**src/rtl/mem_port_sched_pkg.sv**
```systemverilog
// Shared sizes and scheduler state encodings for the data-memory port scheduler.
`ifndef SIZE_ADDR
`define SIZE_ADDR 24
`endif
`ifndef SIZE_DATA
`define SIZE_DATA 24
`endif

package mem_port_sched_pkg;
  typedef enum logic [1:0] {
    ST_IDLE = 2'd0,
    ST_ACC  = 2'd1,
    ST_RSP  = 2'd2
  } sched_state_e;
endpackage

```
**src/rtl/mem_port_sched.sv**
```systemverilog
// Dual-port data memory scheduler: alternates setup/access ports every cycle and
// hands free setup slots to a secondary valid/ready requester, with starvation relief.
module mem_port_sched
  import mem_port_sched_pkg::*;
#(
  parameter int STARVE_MAX = 8,
  parameter int CNT_W      = 4
) (
  input  logic                  iw_clk,
  input  logic                  iw_rst_n,
  input  logic                  iw_pl_req,
  input  logic [`SIZE_ADDR-1:0] iw_pl_addr,
  input  logic                  iw_pl_we,
  input  logic [`SIZE_DATA-1:0] iw_pl_wdata,
  output logic                  ow_pl_stall,
  output logic                  ow_mem_mp,
  output logic [`SIZE_ADDR-1:0] ow_mem_addr0,
  output logic [`SIZE_ADDR-1:0] ow_mem_addr1,
  output logic                  ow_mem_we0,
  output logic                  ow_mem_we1,
  output logic [`SIZE_DATA-1:0] ow_mem_wdata0,
  output logic [`SIZE_DATA-1:0] ow_mem_wdata1,
  input  logic [`SIZE_DATA-1:0] iw_mem_rdata0,
  input  logic [`SIZE_DATA-1:0] iw_mem_rdata1,
  input  logic                  iw_dma_valid,
  input  logic                  iw_dma_we,
  input  logic [`SIZE_ADDR-1:0] iw_dma_addr,
  input  logic [`SIZE_DATA-1:0] iw_dma_wdata,
  output logic                  ow_dma_ready,
  output logic                  ow_dma_rvalid,
  output logic [`SIZE_DATA-1:0] ow_dma_rdata,
  output logic [1:0]            ow_dbg_state,
  output logic [CNT_W-1:0]      ow_dbg_wait
);

  // Secondary handshake: a request transfers in any cycle where iw_dma_valid and
  // ow_dma_ready are both high; valid may be held or dropped freely before that.

  sched_state_e          r_state;
  sched_state_e          w_state_nxt;
  logic                  r_mp;
  logic [`SIZE_ADDR-1:0] r_addr0;
  logic [`SIZE_ADDR-1:0] r_addr1;
  logic                  r_port;
  logic                  r_we;
  logic [`SIZE_DATA-1:0] r_wdata;
  logic [CNT_W-1:0]      r_wait;
  logic                  r_rvalid;
  logic [`SIZE_DATA-1:0] r_rdata;

  logic                  w_idle;
  logic                  w_stall;
  logic                  w_accept;
  logic                  w_pl_load;
  logic                  w_setup_port;
  logic                  w_starved;

  assign w_idle       = (r_state == ST_IDLE);
  assign w_setup_port = ~r_mp;
  assign w_starved    = (r_wait == CNT_W'(STARVE_MAX));
  assign w_stall      = w_idle & iw_dma_valid & iw_pl_req & w_starved;
  // A forced stall hands the slot to the secondary even though MA is requesting.
  assign w_accept     = w_idle & iw_dma_valid & (w_stall | ~iw_pl_req);
  assign w_pl_load    = iw_pl_req & ~w_stall;

  assign ow_pl_stall   = w_stall;
  assign ow_dma_ready  = w_accept;
  assign ow_mem_mp     = r_mp;
  assign ow_mem_addr0  = r_addr0;
  assign ow_mem_addr1  = r_addr1;
  assign ow_dma_rvalid = r_rvalid;
  assign ow_dma_rdata  = r_rdata;
  assign ow_dbg_state  = r_state;
  assign ow_dbg_wait   = r_wait;

  always_comb begin
    w_state_nxt = r_state;
    case (r_state)
      ST_IDLE: if (w_accept) w_state_nxt = ST_ACC;
      ST_ACC:  w_state_nxt = r_we ? ST_IDLE : ST_RSP;
      ST_RSP:  w_state_nxt = ST_IDLE;
      default: w_state_nxt = ST_IDLE;
    endcase
  end

  always_ff @(posedge iw_clk or negedge iw_rst_n) begin
    if (!iw_rst_n) begin
      r_state  <= ST_IDLE;
      r_mp     <= 1'b0;
      r_port   <= 1'b0;
      r_we     <= 1'b0;
      r_wdata  <= '0;
      r_wait   <= '0;
      r_rvalid <= 1'b0;
      r_rdata  <= '0;
    end else begin
      r_state  <= w_state_nxt;
      r_mp     <= ~r_mp;
      r_rvalid <= (r_state == ST_RSP);
      if (r_state == ST_RSP) r_rdata <= r_port ? iw_mem_rdata1 : iw_mem_rdata0;
      if (w_accept) begin
        r_port  <= w_setup_port;
        r_we    <= iw_dma_we;
        r_wdata <= iw_dma_wdata;
        r_wait  <= '0;
      end else if (w_idle && iw_dma_valid && iw_pl_req && !w_starved) begin
        r_wait <= r_wait + 1'b1;
      end
    end
  end

  // Only the setup port may load; the access port keeps the address set up last cycle.
  always_ff @(posedge iw_clk or negedge iw_rst_n) begin
    if (!iw_rst_n) begin
      r_addr0 <= '0;
      r_addr1 <= '0;
    end else if (w_accept) begin
      if (w_setup_port) r_addr1 <= iw_dma_addr;
      else              r_addr0 <= iw_dma_addr;
    end else if (w_pl_load) begin
      if (w_setup_port) r_addr1 <= iw_pl_addr;
      else              r_addr0 <= iw_pl_addr;
    end
  end

  always_comb begin
    ow_mem_we0    = 1'b0;
    ow_mem_we1    = 1'b0;
    ow_mem_wdata0 = '0;
    ow_mem_wdata1 = '0;
    if (r_state == ST_ACC) begin
      if (r_port) begin
        ow_mem_we1    = r_we;
        ow_mem_wdata1 = r_wdata;
      end else begin
        ow_mem_we0    = r_we;
        ow_mem_wdata0 = r_wdata;
      end
    end else if (r_mp) begin
      ow_mem_we1    = iw_pl_we;
      ow_mem_wdata1 = iw_pl_wdata;
    end else begin
      ow_mem_we0    = iw_pl_we;
      ow_mem_wdata0 = iw_pl_wdata;
    end
  end

  a_no_pl_we_in_acc: assert property (
    @(posedge iw_clk) disable iff (!iw_rst_n) (r_state == ST_ACC) |-> !iw_pl_we
  );

endmodule

```
**config.mk**
```make
export PLATFORM = sky130hd
export DESIGN_NAME = mem_port_sched
export DESIGN_NICKNAME = d
export VERILOG_FILES = /design/src/rtl/mem_port_sched_pkg.sv /design/src/rtl/mem_port_sched.sv
export SDC_FILE = /design/constraint.sdc
export NUM_CORES = 1
export LEC_CHECK = 0
export CAP_MARGIN = 40
export CORE_ASPECT_RATIO = 1.1
export CORE_MARGIN = 2
export CORE_UTILIZATION = 30
export CTS_CLUSTER_SIZE = 24
export DETAILED_ROUTE_END_ITERATION = 16
export PLACE_DENSITY_LB_ADDON = 0.1
export SYNTH_ARGS = -nofsm -noshare
export SYNTH_HDL_FRONTEND = slang
export SYNTH_SLANG_ARGS = --single-unit
```
**constraint.sdc**
```tcl
create_clock -name iw_clk -period 3.7 [get_ports iw_clk]
set_input_delay 0.555 -clock iw_clk [delete_from_list [all_inputs] [get_ports iw_clk]]
set_output_delay 0.555 -clock iw_clk [all_outputs]
set_load 0.02 [all_outputs]
```
==> metrics.cfg <==
[synthesis]
ys_seq_area_share_pct=54.12
synth_cell_type_count=28
syn_area_per_cell_sq_um=10.84
syn_nets=604
synth_cells=452
yosysWarnings=0
yosys_register_bits=106
synth_area_sq_mm=0.004901

[clocking]
cts_tree=built
root_buffer=clkbuf_16
post_cts_buffers=0
cts-htree-levels=3
cts_resized=0
clk_latency_ns=0.35
clkSinkCount=106
clk_pin_slew_ns=0.07
numCtsBuffers=9
postCtsHoldBufs=0
cts_max_path_buffers=2

[sta]
clock_skew_ns=0.006406
fin_crit_ns=3.120
slew_headroom_pct=45.89
timing.fmax_ghz=0.3205
setup-tns-final_ns=0
slew_viol_final=0
rsz0062_at_grt=no
hold_viol=0
tightest_slew_ns=0.8116
fin_crit_sh_pct=84.33
setup_viol_count_final=0

[grt]
grt_use_total_pct=17.37
grt_pass1_wl_um=24100
overflow=0
grt_pass1_vias=4451
antenna_found_initial=0
grt_max_degree=56

[finish]
nets=871
mostFrequentLayoutCells=280 x clkdlybuf4s50_1, 106 x dfrtp_1, 56 x nand2_1, 48 x a22o_1, 48 x mux2i_1
fin_util_pct=50.80
diodes=0
final_common_cell=clkdlybuf4s50_1
fillCellCount=1490
seqCellArea_sq_mm=0.002653
multi_input_area_sq_mm=0.002071
syn2layout_area_growth_pct=67.76
drive_above_1_share_pct=7.735

[run]
max-cap-violations=0

[drt]
wl_per_cell_um=16.40
postRouteAntennaNets=0
vias_per_cell=4.721
drtIter0Drc=92
dr.pass1.iters=4
drc=0
vias=4381
wl_um=15220

[critical_path]
rrSetupSlack_ns=1.30
r2r_cells=5
critPathRequiredTime_ns=3.14
startpoint_type=input port
cp_cell_sequence=clkdlybuf4s50_1 > or3b_1 > nor2_1 > and4_1 > clkdlybuf4s50_1
r2r_end=ow_mem_addr1[21]
slowest_delay_ns=0.63
path_max_fanout=7
crit_type=input port to output port
slowest_stage=clkdlybuf4s50_1
crit-reg2reg-launch=ow_dbg_state[0]
crit_arrival_ns=2.57
cpMostUsedCell=clkdlybuf4s50_1
end_kind=output port

[placement]
routabilityCongestion=0.7635
port_buffers=281
dpl.hpwl_um=11280

[outcome]
status=complete, no violations

[power]
max-vdd-ir-drop_mv=0.2837
power_density_mw_per_mm2=628.9
p_leak_uw=0.003471

[floorplan]
ioPinCount=282
dieArea_sq_mm=0.01738
core_area_sq_mm=0.01619
row_count=49
start_util_pct=30.28
die_y_um=138.1
fp.dieW_um=125.9

[worst_hold_path]
min_path_type=input port to async pin

-- Yosys cell counts --
master / n / area, sq um
dfrtp_1: 106 / 2653
nand2_1: 56 / 210.2
a22o_1: 48 / 420.4
mux2i_1: 48 / 480.5
o21ai_0: 32 / 160.2
nor2_1: 29 / 108.9
a21oi_1: 28 / 140.1
mux2_2: 25 / 281.5
o21ai_1: 22 / 110.1
clkbuf_1: 19 / 71.32
buf_2: 10 / 50.05
inv_1: 6 / 22.52
and2_0: 2 / 12.51
buf_4: 2 / 15.01
buf_6: 2 / 22.52
ha_1: 2 / 25.02
nand2b_1: 2 / 12.51
nand3_1: 2 / 10.01
nor3b_1: 2 / 15.01
a21oi_4: 1 / 16.27
a31o_2: 1 / 8.760
and4_1: 1 / 8.760
buf_1: 1 / 3.750
buf_8: 1 / 15.01
nand3b_1: 1 / 7.510
nor3_1: 1 / 5.000
o22ai_1: 1 / 6.260
or3b_1: 1 / 8.760
-- power by group --
group	internal (uW)	switching [uW]
clock network	531	440
registers	1560	272
logic	1200	1170
total	3290	1880
-- layer usage --
metal	wire [um]	global-route usage, %	part of all wire, %
met5	0	0	0
met2	7661	29.45	50
met1	6175	20.76	41
met4	148	4.627	0.97
met3	1236	6.579	8.1
-- flip-flops by register name, indices dropped and copies added, names as in the netlist --
name / cells
ow_dma_rdata: 24
ow_mem_addr0: 24
ow_mem_addr1: 24
r_wdata: 24
ow_dbg_wait: 4
ow_dbg_state: 2
ow_dma_rvalid: 1
ow_mem_mp: 1
r_port: 1
r_we: 1
-- worst max-delay path by stage --
stage / to / slack, ns / startpoint / cells after the start
3_3_place_gp: ow_pl_stall / 0.60 / iw_dma_valid / 5
6_report: ow_pl_stall / 0.58 / iw_dma_valid / 5
3_5_place_dp: ow_pl_stall / 0.57 / iw_dma_valid / 5
5_1_grt: ow_pl_stall / 0.45 / iw_dma_valid / 5
2_1_floorplan: ow_mem_wdata0[10] / 1.51 / ow_dbg_state[1] / 5
4_1_cts: ow_pl_stall / 0.57 / iw_dma_valid / 5
-- layout make-up --
cell class,instances,share of cell area [%]
Clock inverter,7,0.9435
Inverter,6,0.2739
Tap cell,204,3.105
Timing Repair Buffer,291,35.49
Multi-Input combinational cell,305,25.19
Sequential cell,106,32.26
Clock buffer,9,2.739
-- cell families (layout without fill, tap and decap cells) --
group	count (synthesis)	count (layout)	synth area share, %
buffers and inverters	41	313	4.085
adders and majority gates	2	2	0.5105
muxes	73	73	15.55
DFF	106	106	54.12
and+or+nand+nor	97	97	8.144
AOI/OAI and AO/OA	133	133	17.59
-- metrics by stage --
stage                     setup slack, ns  total power, uW  hold WS [ns]  cell area, sq um  std cells
final                              0.5798             5171        0.2473              8222        928
after global routing               0.4454             5492        0.2874              8222        928
after CTS                          0.5686             5250        0.2737              8222        928
after detailed placement           0.5747             4255        0.4696              7919        912
after global placement             0.5968             4195        0.4641              7891        911
after floorplan                     1.507             3079        0.2594              4901        452
-- critical path, delay by kind of cell --
family,cells,cell delay [ns]
buffers and inverters,2,1.09
and+or+nand+nor,3,0.92
(Power assumes the default switching activity.)
